File: config.mk
export PLATFORM = sky130hd
export DESIGN_NAME = shift_register_rx
export DESIGN_NICKNAME = d
export VERILOG_FILES = /design/src/rtl/shift_register_rx.sv
export SDC_FILE = /design/constraint.sdc
export NUM_CORES = 1
export LEC_CHECK = 0
export ABC_CLOCK_PERIOD_IN_PS = 3900
export CAP_MARGIN = 10
export CORE_UTILIZATION = 33
export DETAILED_ROUTE_END_ITERATION = 12
export HOLD_SLACK_MARGIN = 0.08
export MAX_ROUTING_LAYER = met4
export PLACE_DENSITY_LB_ADDON = 0.25
export SLEW_MARGIN = 20
export SYNTH_ARGS = -nofsm -noshare
export SYNTH_HDL_FRONTEND = slang
export SYNTH_SLANG_ARGS = --single-unit
File: constraint.sdc
create_clock -name CLK -period 3.9 [get_ports CLK]
set_input_delay 0.78 -clock CLK [delete_from_list [all_inputs] [get_ports CLK]]
set_output_delay 0.78 -clock CLK [all_outputs]
set_load 0.01 [all_outputs]
File: src/rtl/shift_register_rx.sv
// -----------------------------------------------------------------------------
// shift_register_rx
//
// Serial-to-parallel receiver for the 32-bit parallel-load serial transmitter.
// The transmitter gates its data line with its serial clock (LSB first) and
// raises a busy/frame signal for the duration of each word. All three lines
// are asynchronous to CLK, so each passes through an equal-depth synchroniser
// to keep their relative timing. A bit is taken on each synchronised falling
// edge of SCLK, using the data value captured while SCLK was high. After WIDTH
// bits the word is presented on DOUT with a valid/acknowledge handshake.
//
// Ports:
//   CLK        system clock, rising edge
//   RESET      asynchronous, active-high reset
//   SIN        gated serial data (meaningful only while SCLK is high)
//   SCLK       transmitter serial clock
//   RX_EN      frame enable (transmitter busy)
//   RD_ACK     consumer acknowledge, clears DATA_VALID
//   DOUT       last complete received word
//   DATA_VALID DOUT holds an unread word
//   RX_DONE    one-cycle pulse when a word completes
//   RX_BUSY    high while a frame is being received
//   RX_ERR     one-cycle pulse when a frame is truncated
//   OVERRUN    sticky: a word completed while the previous one was unread
// -----------------------------------------------------------------------------
module shift_register_rx #(
    parameter int WIDTH       = 32,
    parameter int SYNC_STAGES = 2,
    parameter bit LSB_FIRST   = 1'b1
) (
    input  logic             CLK,
    input  logic             RESET,
    input  logic             SIN,
    input  logic             SCLK,
    input  logic             RX_EN,
    input  logic             RD_ACK,
    output logic [WIDTH-1:0] DOUT,
    output logic             DATA_VALID,
    output logic             RX_DONE,
    output logic             RX_BUSY,
    output logic             RX_ERR,
    output logic             OVERRUN
);

    localparam int CW = $clog2(WIDTH) + 1;

    typedef enum logic [1:0] {
        IDLE,
        RECV,
        HOLD
    } state_t;

    state_t state;

    logic [SYNC_STAGES-1:0] sin_sync;
    logic [SYNC_STAGES-1:0] sclk_sync;
    logic [SYNC_STAGES-1:0] en_sync;
    logic [SYNC_STAGES-1:0] settle;

    logic             sin_s;
    logic             sclk_s;
    logic             en_s;
    logic             sclk_prev;
    logic             en_prev;
    logic             sin_hold;
    logic             armed;
    logic [WIDTH-1:0] shreg;
    logic [WIDTH-1:0] shifted;
    logic [CW-1:0]    bit_cnt;

    logic bit_event;
    logic en_rise;
    logic en_fall;
    logic word_full;

    assign sin_s  = sin_sync[SYNC_STAGES-1];
    assign sclk_s = sclk_sync[SYNC_STAGES-1];
    assign en_s   = en_sync[SYNC_STAGES-1];

    // A frame may only start once the enable has been seen low with a fully
    // populated synchroniser. This stops an enable that was already high when
    // RESET released from looking like a fresh frame start.
    assign bit_event = sclk_prev & ~sclk_s;
    assign en_rise   = en_s & ~en_prev & armed;
    assign en_fall   = ~en_s & en_prev;
    assign word_full = (bit_cnt == CW'(WIDTH));

    // Shift direction decides which end of DOUT the first received bit lands in.
    generate
        if (LSB_FIRST) begin : g_lsb_first
            assign shifted = {sin_hold, shreg[WIDTH-1:1]};
        end else begin : g_msb_first
            assign shifted = {shreg[WIDTH-2:0], sin_hold};
        end
    endgenerate

    assign RX_BUSY = (state == RECV);

    // Input synchronisers, edge-detect history and the high-phase data capture.
    // settle fills with ones after reset so we know when the chains carry real
    // input values rather than their reset zeros.
    always_ff @(posedge CLK or posedge RESET) begin
        if (RESET) begin
            sin_sync  <= '0;
            sclk_sync <= '0;
            en_sync   <= '0;
            settle    <= '0;
            sclk_prev <= 1'b0;
            en_prev   <= 1'b0;
            sin_hold  <= 1'b0;
            armed     <= 1'b0;
        end else begin
            sin_sync  <= {sin_sync[SYNC_STAGES-2:0], SIN};
            sclk_sync <= {sclk_sync[SYNC_STAGES-2:0], SCLK};
            en_sync   <= {en_sync[SYNC_STAGES-2:0], RX_EN};
            settle    <= {settle[SYNC_STAGES-2:0], 1'b1};
            sclk_prev <= sclk_s;
            en_prev   <= en_s;
            if (sclk_s) begin
                sin_hold <= sin_s;
            end
            if (settle[SYNC_STAGES-1] && !en_s) begin
                armed <= 1'b1;
            end
        end
    end

    // Frame FSM with the shift register, bit counter and all handshake outputs.
    // Completion takes priority over a coincident enable drop, and a completing
    // word always wins over a coincident acknowledge.
    always_ff @(posedge CLK or posedge RESET) begin
        if (RESET) begin
            state      <= IDLE;
            shreg      <= '0;
            bit_cnt    <= '0;
            DOUT       <= '0;
            DATA_VALID <= 1'b0;
            RX_DONE    <= 1'b0;
            RX_ERR     <= 1'b0;
            OVERRUN    <= 1'b0;
        end else begin
            RX_DONE <= 1'b0;
            RX_ERR  <= 1'b0;
            if (RD_ACK) begin
                DATA_VALID <= 1'b0;
            end
            case (state)
                IDLE: begin
                    bit_cnt <= '0;
                    if (en_rise) begin
                        state <= RECV;
                    end
                end
                RECV: begin
                    if (word_full) begin
                        DOUT       <= shreg;
                        DATA_VALID <= 1'b1;
                        RX_DONE    <= 1'b1;
                        if (DATA_VALID && !RD_ACK) begin
                            OVERRUN <= 1'b1;
                        end
                        state <= HOLD;
                    end else if (en_fall) begin
                        RX_ERR  <= 1'b1;
                        bit_cnt <= '0;
                        state   <= IDLE;
                    end else if (bit_event) begin
                        shreg   <= shifted;
                        bit_cnt <= bit_cnt + 1'b1;
                    end
                end
                HOLD: begin
                    if (en_fall) begin
                        state <= IDLE;
                    end
                end
                default: begin
                    state <= IDLE;
                end
            endcase
        end
    end

endmodule

==> flow_metrics.py <==
metrics = {
    "critical_path": {
        "arrival_ns": 3.07,
        "worstSetupPathType": "flop to flop",
        "rr_endpoint": "shreg[21]$_DFFE_PP0P_",
        "r2r_slack_ns": 1.06,
        "start_kind": "flop",
        "r2r-start": "bit_cnt[0]$_DFFE_PP0P_",
        "cp_top_family": "simple AND/OR/NAND/NOR gates",
        "crit_path_end_kind": "flop",
        "crit_buf_inv": 2,
        "reg2regPathDepth": 7,
        "cpPeakStageDelay_ns": 0.70,
        "cp_cell_sequence": "inv_1 -> ha_1 -> nand2_1 -> nor4_1 -> or3_2 -> buf_4 -> mux2_4",
        "critPathMaxFanout": 23,
        "path_depth": 7,
        "critical_path_required_ns": 4.13,
        "cp_slowest_cell": "or3_2",
    },
    "timing": {
        "period_share_pct": 72.7,
        "fin_crit_ns": 2.84,
        "max_freq_mhz": 353,
        "tightest_slew_ns": 0.881,
        "skew_ns": 0.0133,
        "drv_slew": 0,
        "tns_ns": 0,
        "whs_ns": 0.352,
        "final_hold_viol_count": 0,
        "final-setup-viol-count": 0,
        "timing.final.ws_setup_ns": 1.06,
        "slew_headroom_pct": 41.1,
        "rsz0062_at_grt": "no",
    },
    "logic_synthesis": {
        "async_flop_share_pct": 100,
        "syn_avg_cell_area_um2": 16.0,
        "synthTopCellsByArea": "dfrtp_1, mux2_4, mux2_2",
        "synthesis.nets": 226,
        "ys_seq_area_share_pct": 63.3,
        "yosys_warnings": 0,
        "synth_most_common_cell": "dfrtp_1",
        "yosys_register_bits": 88,
        "postSynthCellCount": 218,
        "synth_common_cells": "dfrtp_1, mux2_2, mux2_4",
        "synth_edf_count": 0,
        "synth_top_area_cell": "dfrtp_1",
        "synth_cell_types": 36,
        "yosys.area.top_type_share_pct": 63.3,
        "syn_area_mm2": 0.00348,
        "yosys_most_used_dff": "dfrtp_1",
    },
    "cells_and_area": {
        "nNetsFinal": 274,
        "fillers": 978,
        "insertedDiodeCount": 0,
        "drive_above_1_share_pct": 33.6,
        "utilization_pct": 41.5,
        "area_delta_synth_final_pct": 22.6,
    },
    "clock_network": {
        "cts_buffers": 9,
        "htreeDepth": 3,
        "cts_resized": 0,
        "hold_buffers": 0,
        "cts_tree": "built",
        "root_buffer": "clkbuf_8",
        "worstSkewPairLatency_ns": 0.35,
        "cts.sinks": 88,
        "clockBufferDepth": 2,
        "clkTransAtPathRegs_ns": 0.08,
        "post_cts_buffers": 0,
    },
    "floorplanning": {
        "die_h_um": 105,
        "ios": 43,
        "die_w_um": 105,
        "die_area_mm2": 0.0110,
        "coreArea_mm2": 0.0103,
        "floorplan.initialDensity_pct": 33.9,
        "rows": 37,
    },
    "routing": {
        "finalWirelength_um": 5550,
        "detail-route-antenna-nets": 0,
        "vias_per_cell": 4.52,
        "wl_per_cell_um": 13.6,
        "drc": 0,
        "vias": 1838,
        "drtIter0Drc": 55,
        "dr.pass1.iters": 4,
    },
    "min_path": {
        "hold_path_end": "sclk_sync[1]$_DFF_PP0_",
        "min_from": "sclk_sync[0]$_DFF_PP0_",
        "min_path_cells": 0,
        "hp-class": "flop to flop",
    },
    "grt": {
        "track_usage_pct": 11.5,
        "grt_max_degree": 89,
        "grt_overflow": 0,
        "grt_pass1_vias": 1877,
        "antenna_found_initial": 0,
        "grt_pass1_wl_um": 9490,
    },
    "placement": {
        "hpwlAfterDp_um": 3460,
        "gp_congestion": 0.761,
        "preCtsSetupSlack_ns": 1.14,
        "io_buffers": 42,
    },
    "power": {
        "power_density_mw_per_mm2": 442,
        "leakage_nw": 2.10,
        "peakVddDrop_v": 0.000211,
        "finalPower_mw": 1.89,
    },
    "flow_run": {
        "drv_cap": 0,
    },
    "status": {
        "status": "finished, final reports clean",
    },
}
==> cells in the final DEF (no fill, tap or decap), types with 2 or more instances in the layout <==
cell type / count
dfrtp_1: 88
clkdlybuf4s50_1: 42
mux2_2: 36
mux2_4: 29
clkbuf_8: 10
nand2_1: 7
inv_1: 7
a21oi_1: 5
o21ai_0: 4
nand2b_1: 3
bufinv_16: 3
clkinv_4: 2
or4_1: 2
nand4_1: 2
or3_1: 2
nor3_1: 2
clkinv_2: 2
ha_1: 2
==> worst max path at each step <==
stage,startpoint,to,slack (ns)
final,bit_cnt[0]$_DFFE_PP0P_,shreg[21]$_DFFE_PP0P_,1.06
after global placement,bit_cnt[0]$_DFFE_PP0P_,shreg[20]$_DFFE_PP0P_,1.30
after detailed placement,bit_cnt[0]$_DFFE_PP0P_,shreg[21]$_DFFE_PP0P_,1.14
after global routing,bit_cnt[0]$_DFFE_PP0P_,shreg[21]$_DFFE_PP0P_,0.89
after floorplan,RESET,DATA_VALID$_DFF_PP0_,0.84
after CTS,bit_cnt[0]$_DFFE_PP0P_,shreg[21]$_DFFE_PP0P_,1.11
==> sequential cells by signal, summed over array words and instances (netlist names) <==
name / cells
DATA_VALID: 1
DOUT: 32
OVERRUN: 1
RX_DONE: 1
RX_ERR: 1
armed: 1
bit_cnt: 6
en_prev: 1
en_sync: 2
sclk_prev: 1
sclk_sync: 2
settle: 2
shreg: 32
sin_hold: 1
sin_sync: 2
state: 2
==> worst register-to-register path, stage by stage, from the launching register on <==
cell,delay [ns]
dfrtp_1,0.41
inv_1,0.12
ha_1,0.15
nand2_1,0.08
nor4_1,0.57
or3_2,0.70
buf_4,0.37
mux2_4,0.33
==> per-stage QoR <==
step / cell area [um2] / cells
floorplan: 3480 / 218
global placement: 4020 / 391
detailed placement: 4020 / 391
CTS: 4270 / 407
global route: 4270 / 407
finish: 4270 / 407
==> kinds of logic (layout without fill, tap and decap cells) <==
logic type,after synthesis,after routing,share of synthesized area [%]
fa+ha+maj,2,2,0.719
mux,65,65,24.2
other cells,1,1,0.108
buf+inv,16,69,3.45
simple gates,30,30,5.32
compound gates,16,16,2.95
flops,88,88,63.3
==> area by class of cell <==
class                      count  area, um2  area share [%]
sequential                    88       2200            51.6
tap                          136        170            3.99
clock buffer                  11        141            3.31
clock inverter                 5        104            2.43
timing repair buffer          44        448            10.5
multi-input combinational    114       1160            27.2
inverter                       9       40.0           0.938
==> report_power, final <==
group          total, mW  internal (mW)  switching (mW)
sequential         0.992          0.955          0.0369
combinational      0.135         0.0685          0.0661
clock              0.761          0.444           0.318
total               1.89           1.47           0.421
==> routing by layer <==
| layer | vias up | track usage, % | part of all wire, % |
|---|---|---|---|
| met5 | - | - | 0 |
| met4 | 0 | 5.03 | 1.9 |
| met3 | 10 | 3.74 | 4.1 |
| met2 | 36 | 15.4 | 42 |
| met1 | 932 | 15.7 | 52 |
| li1 | 860 | - | - |
Power figures use the tool's default switching activity.
==> edit, RTL diff (same flow settings) <==
Set the parameter `WIDTH` to 64 (it was 32).
--- a/src/rtl/shift_register_rx.sv
+++ b/src/rtl/shift_register_rx.sv
@@ -25,5 +25,5 @@
 // -----------------------------------------------------------------------------
 module shift_register_rx #(
-    parameter int WIDTH       = 32,
+    parameter int WIDTH       = 64,
     parameter int SYNC_STAGES = 2,
     parameter bit LSB_FIRST   = 1'b1
Interface: changed (resized DOUT); port bits go from 43 to 75. The function was not compared with the original's and may differ.
==> edit against the original RTL <==
Final area increased by 76%; clock skew shrank 8.1 ps; global-route usage rose by 0.53 points; setup slack worse by 53 ps; total power rose by 90%; sequential cell count rose by 65; area after synthesis is 70% higher; wire length rose by 77%; critical path type is now reg2out.
==> edit: results (changes against the original RTL) <==
Outcome
  – Status: finished, final reports clean

Worst setup path
  – CP max FO: 7 (-70%)
  – Reg-to-reg setup timing slack: 1370 ps (+310 ps)
  – CP arrival: 2110 ps (-960 ps)
  – Critical path origin: state[0]$_DFFE_PP0P_
  – Reg2reg end: DOUT[0]$_DFFE_PP0P_
  – RR Startpoint: bit_cnt[3]$_DFFE_PP0P_
  – Worst setup path end: RX_BUSY
  – Reg2Reg Depth: 4 (-3)
  – CP max-delay cell: clkdlybuf4s50_1

Synthesis
  – Flops & latches, synth: 153 (+74%)
  – Syn_nets: 360 (+59%)
  – Post-synthesis sequential area ratio: 64.6% (+1.4 points)
  – Synth cell types: 32 (-11%)
  – Largest cells by area after synthesis: dfrtp_1, mux2_2, mux2_4
  – Mapped Avg Cell Area: 16.8 um^2 (+5.4%)

Clocking
  – Clk root buf: clkbuf_16
  – Skew-Pair Late Insertion Delay: 420 ps (+70 ps)
  – Worst-path clk slew: 60 ps (-20 ps)
  – H-tree depth: 4 (+1)
  – CTS Buf Count: 17 (+8)

Final layout
  – Data buffer area share: 10.4% (-0.12 points)
  – Post-Layout Cell Count: 668 (+64%)
  – Layout area overhead: 27.0%
  – Fin nets: 439 (+60%)
  – Biggest regs: DOUT: 64 flops, shreg: 64 flops, bit_cnt: 7 flops
  – FF/Latch Area: 3830 um^2 (+74%)
  – Area of the multi-input gates: 1960 um^2 (+69%)
  – Clock buf count: 20 (+9)
  – Clock-cell share: 8.65% (+2.9 points)
  – Fill cells: 1567 (+60%)
  – Non-clk bufs: 76 (+73%)

Global routing
  – Vias in the first global route: 3171 (+69%)
  – Pin count of the biggest net entering global routing: 154 (+73%)
  – First-pass GRT wire length: 16.5 mm (+73%)

STA
  – Slew @ Worst Pin: 1040 ps (+157 ps)
  – Final Skew: 5.25 ps (-8.07 ps)

Place
  – RePlAce Congestion: 0.680 (-11%)
  – I/O Buffers: 74 (+76%)
  – Placed cell count: 637 (+63%)
  – Placed inst area: 6870 um^2 (+71%)
  – DP HPWL: 5.46 mm (+58%)

Power
  – Maximum vdd drop: 0.000291 V (+38%)

Route
  – Total number of vias: 3056 (+66%)
  – Routed WL: 9.84 mm (+77%)
==> edit: power by group <==
group          total, uW  switching (uW)  internal (uW)
Combinational        136            76.4           59.5
Sequential          1650            27.4           1630
Clock               1800             634           1170
Total               3590             738           2850
==> edit: routing by layer <==
| layer | vias to the layer above | share of wire, % | GRT usage, % |
|---|---|---|---|
| met2 | 66 | 44 | 16.7 |
| li1 | 1392 | - | - |
| met4 | 0 | 1.8 | 5.74 |
| met1 | 1578 | 49 | 15.7 |
| met5 | - | 0 | - |
| met3 | 20 | 4.7 | 3.84 |
==> edit: logic make-up after synthesis <==
group | count (synthesis) | synth area share, %
adders and majority gates | 2 | 0.422
other | 1 | 0.0633
AOI/OAI and AO/OA | 15 | 1.94
and+or+nand+nor | 30 | 3.04
muxes | 130 | 27.4
DFF | 153 | 64.6
buffers and inverters | 21 | 2.45
==> edit: worst max-delay path, delay by kind of cell (launching register included) <==
kind / cells / cell delay, ps
buffers and inverters: 1 / 670
DFF: 1 / 420
and+or+nand+nor: 1 / 610
